[src/rtl/buffer_seq_pkg.sv]
// Shared types and default sizes for the pattern buffer sequencer.
package buffer_seq_pkg;

    localparam int NO_BUFS_DEFAULT   = 8;
    localparam int SEQ_DEPTH_DEFAULT = 8;
    localparam int DWELL_W_DEFAULT   = 8;

    localparam int BUF_W   = $clog2(NO_BUFS_DEFAULT);
    localparam int IDX_W   = $clog2(SEQ_DEPTH_DEFAULT);
    localparam int DWELL_W = DWELL_W_DEFAULT;

    typedef enum logic [0:0] {
        IDLE = 1'b0,
        RUN  = 1'b1
    } seq_state_t;

    // One sequence step: which buffer to show and for how many frames (minus one).
    typedef struct packed {
        logic [BUF_W-1:0]   bufIdx;
        logic [DWELL_W-1:0] dwell;
    } seq_entry_t;

endpackage

[src/rtl/buffer_seq_ctrl_if.sv]
// Configuration, sequencing and field-write signals of the buffer sequencer.
// master = processor/bench side, slave = the sequencer.
interface buffer_seq_ctrl_if #(
    parameter int BUF_W   = 3,
    parameter int IDX_W   = 3,
    parameter int DWELL_W = 8
);
    logic               cfg_we;
    logic [IDX_W-1:0]   cfg_addr;
    logic [BUF_W-1:0]   cfg_buf;
    logic [DWELL_W-1:0] cfg_dwell;
    logic [IDX_W-1:0]   seq_len;
    logic               loop_en;
    logic               start;
    logic               stop;
    logic               frame_tick;
    logic [BUF_W-1:0]   bufp;
    logic               field_write;
    logic [BUF_W-1:0]   buffer_select;
    logic [IDX_W-1:0]   seq_idx;
    logic               busy;
    logic               buf_change;
    logic               seq_done;
    logic               field_write_q;
    logic               wr_conflict;

    modport master (
        output cfg_we, cfg_addr, cfg_buf, cfg_dwell, seq_len, loop_en,
               start, stop, frame_tick, bufp, field_write,
        input  buffer_select, seq_idx, busy, buf_change, seq_done,
               field_write_q, wr_conflict
    );

    modport slave (
        input  cfg_we, cfg_addr, cfg_buf, cfg_dwell, seq_len, loop_en,
               start, stop, frame_tick, bufp, field_write,
        output buffer_select, seq_idx, busy, buf_change, seq_done,
               field_write_q, wr_conflict
    );
endinterface

[src/rtl/buffer_seq_table.sv]
// Sequence table: register file with one synchronous write port and one
// asynchronous read port. A read of an entry being written returns the old data.
module buffer_seq_table
    import buffer_seq_pkg::*;
#(
    parameter int SEQ_DEPTH = SEQ_DEPTH_DEFAULT
) (
    input  logic             clk,
    input  logic             rst_n,
    input  logic             we_i,
    input  logic [IDX_W-1:0] waddr_i,
    input  seq_entry_t       wdata_i,
    input  logic [IDX_W-1:0] raddr_i,
    output seq_entry_t       rdata_o
);

    seq_entry_t entries_q [SEQ_DEPTH];

    // Entry storage, cleared to buffer 0 / dwell 0 on reset.
    always_ff @(posedge clk or negedge rst_n) begin
        if (!rst_n) begin
            for (int i = 0; i < SEQ_DEPTH; i++) begin
                entries_q[i] <= '0;
            end
        end else if (we_i) begin
            entries_q[waddr_i] <= wdata_i;
        end
    end

    assign rdata_o = entries_q[raddr_i];

endmodule

[src/rtl/buffer_seq_ctrl.sv]
// Buffer sequencer: steps buffer_select through the programmed table, holding
// each entry for dwell+1 frame ticks. Optional write protection of the buffer
// on display is enabled with the BUFSEQ_WRPROT_EN macro.
module buffer_seq_ctrl
    import buffer_seq_pkg::*;
#(
    parameter int NO_BUFS   = NO_BUFS_DEFAULT,
    parameter int SEQ_DEPTH = SEQ_DEPTH_DEFAULT,
    parameter int DWELL_W   = DWELL_W_DEFAULT
) (
    input logic               clk,
    input logic               rst_n,
    buffer_seq_ctrl_if.slave  bus
);

    localparam int SelW = $clog2(NO_BUFS);
    localparam int IdxW = $clog2(SEQ_DEPTH);

    seq_state_t          state_q, state_d;
    logic [SelW-1:0]     bufSel_q, bufSel_d;
    logic [IdxW-1:0]     idx_q, idx_d;
    logic [IdxW-1:0]     len_q, len_d;
    logic [DWELL_W-1:0]  cnt_q, cnt_d;
    logic                change_q, change_d;
    logic                done_q, done_d;
    logic [IdxW-1:0]     rdAddr;
    seq_entry_t          rdEntry;
    seq_entry_t          wrEntry;
    logic                busy;
    logic                conflict;

    assign wrEntry = '{bufIdx: bus.cfg_buf, dwell: bus.cfg_dwell};

    buffer_seq_table #(
        .SEQ_DEPTH (SEQ_DEPTH)
    ) u_table (
        .clk     (clk),
        .rst_n   (rst_n),
        .we_i    (bus.cfg_we),
        .waddr_i (bus.cfg_addr),
        .wdata_i (wrEntry),
        .raddr_i (rdAddr),
        .rdata_o (rdEntry)
    );

    // Next-state logic: stop beats start, start beats frame_tick, and the
    // read address always points at the entry that would be loaded next.
    always_comb begin
        state_d  = state_q;
        bufSel_d = bufSel_q;
        idx_d    = idx_q;
        len_d    = len_q;
        cnt_d    = cnt_q;
        change_d = 1'b0;
        done_d   = 1'b0;
        rdAddr   = idx_q + 1'b1;

        if (bus.stop) begin
            state_d = IDLE;
        end else if (bus.start) begin
            rdAddr   = '0;
            len_d    = bus.seq_len;
            bufSel_d = rdEntry.bufIdx;
            cnt_d    = rdEntry.dwell;
            idx_d    = '0;
            change_d = 1'b1;
            state_d  = RUN;
        end else if (state_q == RUN && bus.frame_tick) begin
            if (cnt_q != '0) begin
                cnt_d = cnt_q - 1'b1;
            end else if (idx_q < len_q) begin
                bufSel_d = rdEntry.bufIdx;
                cnt_d    = rdEntry.dwell;
                idx_d    = idx_q + 1'b1;
                change_d = 1'b1;
            end else if (bus.loop_en) begin
                rdAddr   = '0;
                bufSel_d = rdEntry.bufIdx;
                cnt_d    = rdEntry.dwell;
                idx_d    = '0;
                change_d = 1'b1;
            end else begin
                state_d = IDLE;
                done_d  = 1'b1;
            end
        end
    end

    // State, counter and registered outputs.
    always_ff @(posedge clk or negedge rst_n) begin
        if (!rst_n) begin
            state_q  <= IDLE;
            bufSel_q <= '0;
            idx_q    <= '0;
            len_q    <= '0;
            cnt_q    <= '0;
            change_q <= 1'b0;
            done_q   <= 1'b0;
        end else begin
            state_q  <= state_d;
            bufSel_q <= bufSel_d;
            idx_q    <= idx_d;
            len_q    <= len_d;
            cnt_q    <= cnt_d;
            change_q <= change_d;
            done_q   <= done_d;
        end
    end

    assign busy = (state_q == RUN);

`ifdef BUFSEQ_WRPROT_EN
    assign conflict = bus.field_write & busy & (bus.bufp == bufSel_q);
    assign bus.field_write_q = bus.field_write & ~conflict;
`else
    assign conflict = 1'b0;
    assign bus.field_write_q = bus.field_write;
`endif

    assign bus.wr_conflict   = conflict;
    assign bus.buffer_select = bufSel_q;
    assign bus.seq_idx       = idx_q;
    assign bus.busy          = busy;
    assign bus.buf_change    = change_q;
    assign bus.seq_done      = done_q;

endmodule

[src/flat_wrapper.sv]
// flat-port wrapper written by rule: the top's interface ports become plain ports
module buffer_seq_ctrl_flat import buffer_seq_pkg::*;
#(
    parameter int NO_BUFS   = NO_BUFS_DEFAULT,
    parameter int SEQ_DEPTH = SEQ_DEPTH_DEFAULT,
    parameter int DWELL_W   = DWELL_W_DEFAULT
)
  (clk, rst_n, bus_cfg_we, bus_cfg_addr, bus_cfg_buf, bus_cfg_dwell, bus_seq_len, bus_loop_en, bus_start, bus_stop, bus_frame_tick, bus_bufp, bus_field_write, bus_buffer_select, bus_seq_idx, bus_busy, bus_buf_change, bus_seq_done, bus_field_write_q, bus_wr_conflict);
  buffer_seq_ctrl_if #(.BUF_W(3), .IDX_W(3), .DWELL_W(DWELL_W)) bus_i ();
  input logic clk;
  input logic rst_n;
  input wire logic [$bits(bus_i.cfg_we)-1:0] bus_cfg_we;
  input wire logic [$bits(bus_i.cfg_addr)-1:0] bus_cfg_addr;
  input wire logic [$bits(bus_i.cfg_buf)-1:0] bus_cfg_buf;
  input wire logic [$bits(bus_i.cfg_dwell)-1:0] bus_cfg_dwell;
  input wire logic [$bits(bus_i.seq_len)-1:0] bus_seq_len;
  input wire logic [$bits(bus_i.loop_en)-1:0] bus_loop_en;
  input wire logic [$bits(bus_i.start)-1:0] bus_start;
  input wire logic [$bits(bus_i.stop)-1:0] bus_stop;
  input wire logic [$bits(bus_i.frame_tick)-1:0] bus_frame_tick;
  input wire logic [$bits(bus_i.bufp)-1:0] bus_bufp;
  input wire logic [$bits(bus_i.field_write)-1:0] bus_field_write;
  output wire logic [$bits(bus_i.buffer_select)-1:0] bus_buffer_select;
  output wire logic [$bits(bus_i.seq_idx)-1:0] bus_seq_idx;
  output wire logic [$bits(bus_i.busy)-1:0] bus_busy;
  output wire logic [$bits(bus_i.buf_change)-1:0] bus_buf_change;
  output wire logic [$bits(bus_i.seq_done)-1:0] bus_seq_done;
  output wire logic [$bits(bus_i.field_write_q)-1:0] bus_field_write_q;
  output wire logic [$bits(bus_i.wr_conflict)-1:0] bus_wr_conflict;
  assign bus_i.cfg_we = bus_cfg_we;
  assign bus_i.cfg_addr = bus_cfg_addr;
  assign bus_i.cfg_buf = bus_cfg_buf;
  assign bus_i.cfg_dwell = bus_cfg_dwell;
  assign bus_i.seq_len = bus_seq_len;
  assign bus_i.loop_en = bus_loop_en;
  assign bus_i.start = bus_start;
  assign bus_i.stop = bus_stop;
  assign bus_i.frame_tick = bus_frame_tick;
  assign bus_i.bufp = bus_bufp;
  assign bus_i.field_write = bus_field_write;
  assign bus_buffer_select = bus_i.buffer_select;
  assign bus_seq_idx = bus_i.seq_idx;
  assign bus_busy = bus_i.busy;
  assign bus_buf_change = bus_i.buf_change;
  assign bus_seq_done = bus_i.seq_done;
  assign bus_field_write_q = bus_i.field_write_q;
  assign bus_wr_conflict = bus_i.wr_conflict;
  buffer_seq_ctrl #(.NO_BUFS(NO_BUFS), .SEQ_DEPTH(SEQ_DEPTH), .DWELL_W(DWELL_W)) u_core (.clk(clk), .rst_n(rst_n), .bus(bus_i));
endmodule
[config.mk]
export PLATFORM = sky130hd
export DESIGN_NAME = buffer_seq_ctrl_flat
export DESIGN_NICKNAME = d
export VERILOG_FILES = /design/src/rtl/buffer_seq_pkg.sv /design/src/rtl/buffer_seq_ctrl_if.sv /design/src/rtl/buffer_seq_table.sv /design/src/rtl/buffer_seq_ctrl.sv /design/src/flat_wrapper.sv
export SDC_FILE = /design/constraint.sdc
export NUM_CORES = 1
export LEC_CHECK = 0
export CORE_UTILIZATION = 59
export CTS_CLUSTER_DIAMETER = 50
export CTS_CLUSTER_SIZE = 40
export DETAILED_ROUTE_END_ITERATION = 16
export GPL_ROUTABILITY_DRIVEN = 0
export PLACE_DENSITY = 0.9
export SYNTH_ARGS = -nofsm -noshare
export SYNTH_HDL_FRONTEND = slang
export SYNTH_HIERARCHICAL = 1
export SYNTH_SLANG_ARGS = --single-unit
[constraint.sdc]
create_clock -name clk -period 4.3 [get_ports clk]
set_clock_uncertainty 0.2 [all_clocks]
set_input_delay 1.075 -clock clk [delete_from_list [all_inputs] [get_ports clk]]
set_output_delay 1.075 -clock clk [all_outputs]
set_load 0.005 [all_outputs]
### Word-level counts from Yosys, hierarchy flattened

Index checks and enable logic that the tools add are counted.

* add/subtract/negate cells: 2
* magnitude comparators: 4
* equal/unequal tests: 4
* mux-type cells: 45
* bitwise logic cells: 3
* reductions and logical operators: 11

Operators by type and width (number)
* $bwmux W88: 1
* $mux W3: 16
* $mux W8: 5
* $bmux W11 S3: 1
* $demux W11 S3: 1
* $mux W11: 3
* $mux W1: 18
* $ge A4 B4 Y1 const B: 2
* $not A3 Y4: 2
* $reduce_and A4 Y1: 2
* $reduce_bool A8 Y1: 1
* $sub A8 B1 Y8 const B: 1
* $ne A3 B3 Y1 const B: 2
* $reduce_bool A3 Y1: 2
* $lt A4 B1 Y1 const B: 1
* $reduce_bool A4 Y1: 1
* $add A3 B1 Y3 const B: 1
* $lt A3 B3 Y1: 1
* $ne A3 B1 Y1 const B: 1
* $reduce_and A3 Y1: 1
* $logic_and A1 B1 Y1: 2
* $ne A2 B2 Y1 const B: 1
* $reduce_and A2 Y1: 1
* $reduce_bool A2 Y1: 1
* $not A1 Y1: 1

* flip-flop bits (word level): 108
* input bits: 28
* output and inout port bits: 11
* word-level logic and storage cells: 92

### Logic depth before layout (Yosys ltp)

* depth after elaboration: 16
* gate-level depth with buffers: 14
* depth with buffers taken out: 13

### Modules after synthesis

The synthesis kept the hierarchy.

By module, submodules not included
* buffer_seq_table: instances 1, cells each 230, area an instance 4050.1 µm², seq. area each 2202.1 µm²
* buffer_seq_ctrl: instances 1, cells each 130, area an instance 1211.2 µm², seq. area each 500.5 µm²

### Worst setup path before layout

Ideal clock, no wire load.

* kind: input to register
* start point: in bus_stop
* end point: reg u_core.cnt_q[6]
* library setup time: 0.121 ns
* data arrival time: 3.080 ns
* data required time: 3.979 ns
* path slack: 0.899 ns
* cell stages on the path: 11
* buffers on the path: 1
* path through: inv_1 > and3_2 > nand2_4 > o21bai_1 > nor2_1 > buf_6 > mux4_1 > mux2_2 > nor2_1 > a41oi_1 > o22a_1

RTL lines
* from (decl): line flat_wrapper.sv:19 `input wire logic [$bits(bus_i.stop)-1:0] bus_stop;`
* to (signal assigned): line buffer_seq_ctrl.sv:104 `cnt_q <= cnt_d;`
* to (decl): line buffer_seq_ctrl.sv:23 `logic [DWELL_W-1:0] cnt_q, cnt_d;`

==> flow_summary.toml <==
[run_status]
status = "completed"

[power_and_ir_drop]
ir_drop_v = 0.000210
power_leakage_nw = 2.56
p_per_area_nw_per_um2 = 475
finalPower_mw = 2.81

[global_route]
grt_pass1_wl_um = 16600
grt_pass1_vias = 3340
track_usage_pct = 24.6
antenna_found_initial = 1
grt_overflow = 0
grt_max_degree = 94

[timing]
setup_viol = 0
period_minus_slack_ps = 3730
fmaxAchievable_mhz = 268
fin_ws_ps = 571
min_period_over_period_pct = 86.7
drv_slew = 0
finalHoldViolations = 0
hold_ws_ps = 305
rsz0062_at_grt = "no"
fin_tns_setup_ps = 0
worstMarginPinSlew_ps = 1140
maxSlewHeadroom_pct = 24.1

[critical_path]
rrSetupSlack_ps = 1070
required_ps = 4340
worstRegToRegCells = 13
r2r_end = "u_core/cnt_q[0]"
worstSetupPathType = "in -> reg"
end_kind = "register"
reg2reg_from = "u_core/cnt_q[1]"
path_max_fanout = 22
start_kind = "input pin"
arrival_ps = 3770

[route]
ant_nets = 0
first_pass_iters = 4
wirelength_um = 10200
wl_per_cell_um = 20.0
drt_iter0_drc = 200
route.detailed.drc = 0
via_per_inst = 6.16
vias = 3131

[finish]
fill_cells = 599
diodes = 0
nets = 427
final_cells = 508
drive_gt1_share_pct = 36.8
area_delta_synth_final_pct = 12.6

[clocking]
postCtsSetupRepairBufs = 0
cts_tree = "yes"
cts_buffers = 9
insertion_delay_ps = 370
clk_pin_slew_worst_paths_ps = 100
clock-sinks = 108
ctsResizeCount = 0
cts_max_level = 3
postCtsHoldBufs = 0
cts-root-buf = "clkbuf_8"
clockBufferDepth = 2

[die]
io_pins = 39
initial_core_util_pct = 60.6
dieArea_um2 = 9300
die_h_um = 96.4
num_rows = 34
dieWidth_um = 96.4
core_area_um2 = 8680

[logic_synthesis]
syn_area_um2 = 5260
synth-edff-count = 0
syn_inst = 360
synth_ff_type = "dfrtp_1"
synth_warnings = 6
synthTopCellsByArea = "dfrtp_1 (51%), mux2_2 (21%), mux4_1 (11%)"
yosysSeqAreaShare_pct = 51.4
async_flop_share_pct = 100
ys_types = 48
avgSynthCellArea_um2 = 14.6
synth_area_leader_cell = "dfrtp_1"
syn_nets = 392
ys_ff_latch = 108
synth.top_cell.area_share_pct = 51.4

[worst_hold_path]
min_path_cells = 1
whs_endpoint = "u_core/u_table/entries_q[53]"
hold_class = "reg -> reg"
hp-start = "u_core/u_table/entries_q[53]"

[place]
dpl.hpwl_um = 6480
io_buffers = 32
dp_slack_ps = 216
placed_cells = 492

[job]
maxCapViolCount = 0
-- where the power goes --
| group | internal, mW | switching [mW] | total [mW] |
|---|---|---|---|
| sequential | 1.25 | 0.142 | 1.40 |
| combinational | 0.474 | 0.327 | 0.801 |
| clock | 0.275 | 0.340 | 0.614 |
| total | 2.00 | 0.808 | 2.81 |
-- flip-flops by register name, indices dropped and copies added (netlist names) --
name	cells
u_core/bus.buf_change	1
u_core/bus.buffer_select	3
u_core/bus.busy	1
u_core/bus.seq_done	1
u_core/bus.seq_idx	3
u_core/cnt_q	8
u_core/len_q	3
u_core/u_table/entries_q	88
-- metrics by stage --
stage               utilization [%]  area (um2)
floorplan                         -        5260
CTS                            68.2        5920
global placement               65.9        5720
global route                   68.2        5920
finish                         68.2        5920
detailed placement             65.9        5720
-- synthesized netlist by cell type, drive strengths merged, types with 2 or more instances --
cell and number:
nand4b 4, clkbuf 2, mux2 103, nand2 9
nor4b 2, buf 17, nor3 2, a21oi 8
nor2 15, mux2i 5, mux4 22, o21bai 2
nor2b 5, and3 2, ha 4, and2 2
inv 11, o21ai 15, dfrtp 108, and4bb 3
or3 3
-- final cells by class --
class	instances	area, um2	share of cell area [%]
Timing Repair Buffer	43	425	7.18
Clock buffer	10	128	2.16
Multi-Input combinational cell	222	2420	40.8
Sequential cell	108	2700	45.6
Inverter	11	41.3	0.697
Clock inverter	6	72.6	1.23
Tap cell	108	135	2.28
-- routing by layer --
metal / global-route usage, % / vias to the layer above / share of wire, %
met2: 41.1 / 60 / 51
met3: 4.62 / 17 / 3.7
met5: 0 / - / 0.12
li1: - / 1422 / -
met4: 8.09 / 2 / 1.5
met1: 32.6 / 1630 / 44
-- placed cells by master, fill, tap and decap left out, types with 2 or more instances in the layout --
cell,n
nor4b_2,2
mux2i_1,5
nor2b_1,5
nand4b_1,4
ha_1,4
a21oi_1,7
and4bb_2,3
clkinv_4,3
buf_4,10
nand2_1,8
buf_12,2
inv_1,11
clkdlybuf4s50_1,31
dfrtp_1,108
o21ai_0,13
and3_2,2
nor2_1,14
mux2_2,100
mux2_4,3
or3_1,3
mux4_1,22
clkbuf_8,9
-- worst max-delay path by stage --
stage                         from               to  cells after the start
final                     bus_stop  u_core/cnt_q[0]                     12
after global routing      bus_stop  u_core/cnt_q[0]                     12
after CTS                 bus_stop  u_core/cnt_q[0]                     12
after detailed placement  bus_stop  u_core/cnt_q[0]                     12
after global placement    bus_stop  u_core/cnt_q[0]                     12
after floorplan           bus_stop  u_core/cnt_q[6]                     11
-- kinds of logic (layout without fill, tap and decap cells) --
group / count (synthesis) / after routing / synth area share, %
buffers and inverters: 30 / 70 / 2.93
AO/OA/AOI/OAI: 35 / 35 / 4.26
other: 1 / 1 / 0.0713
adder cells (fa/ha/maj): 4 / 4 / 0.951
AND/OR/NAND/NOR: 52 / 52 / 6.23
flip-flops: 108 / 108 / 51.4
multiplexers: 130 / 130 / 34.2
-- critical path: stages --
cell and delay [ps]:
clkdlybuf4s50_1 530, inv_1 90, and3_2 210, nand2_4 90
o21bai_1 130, nor2_2 160, buf_12 210, mux4_1 580
mux2_2 300, nor2b_1 130, o21ai_0 130, o21ai_0 100
Note: power is estimated with default switching activity, not from simulation.
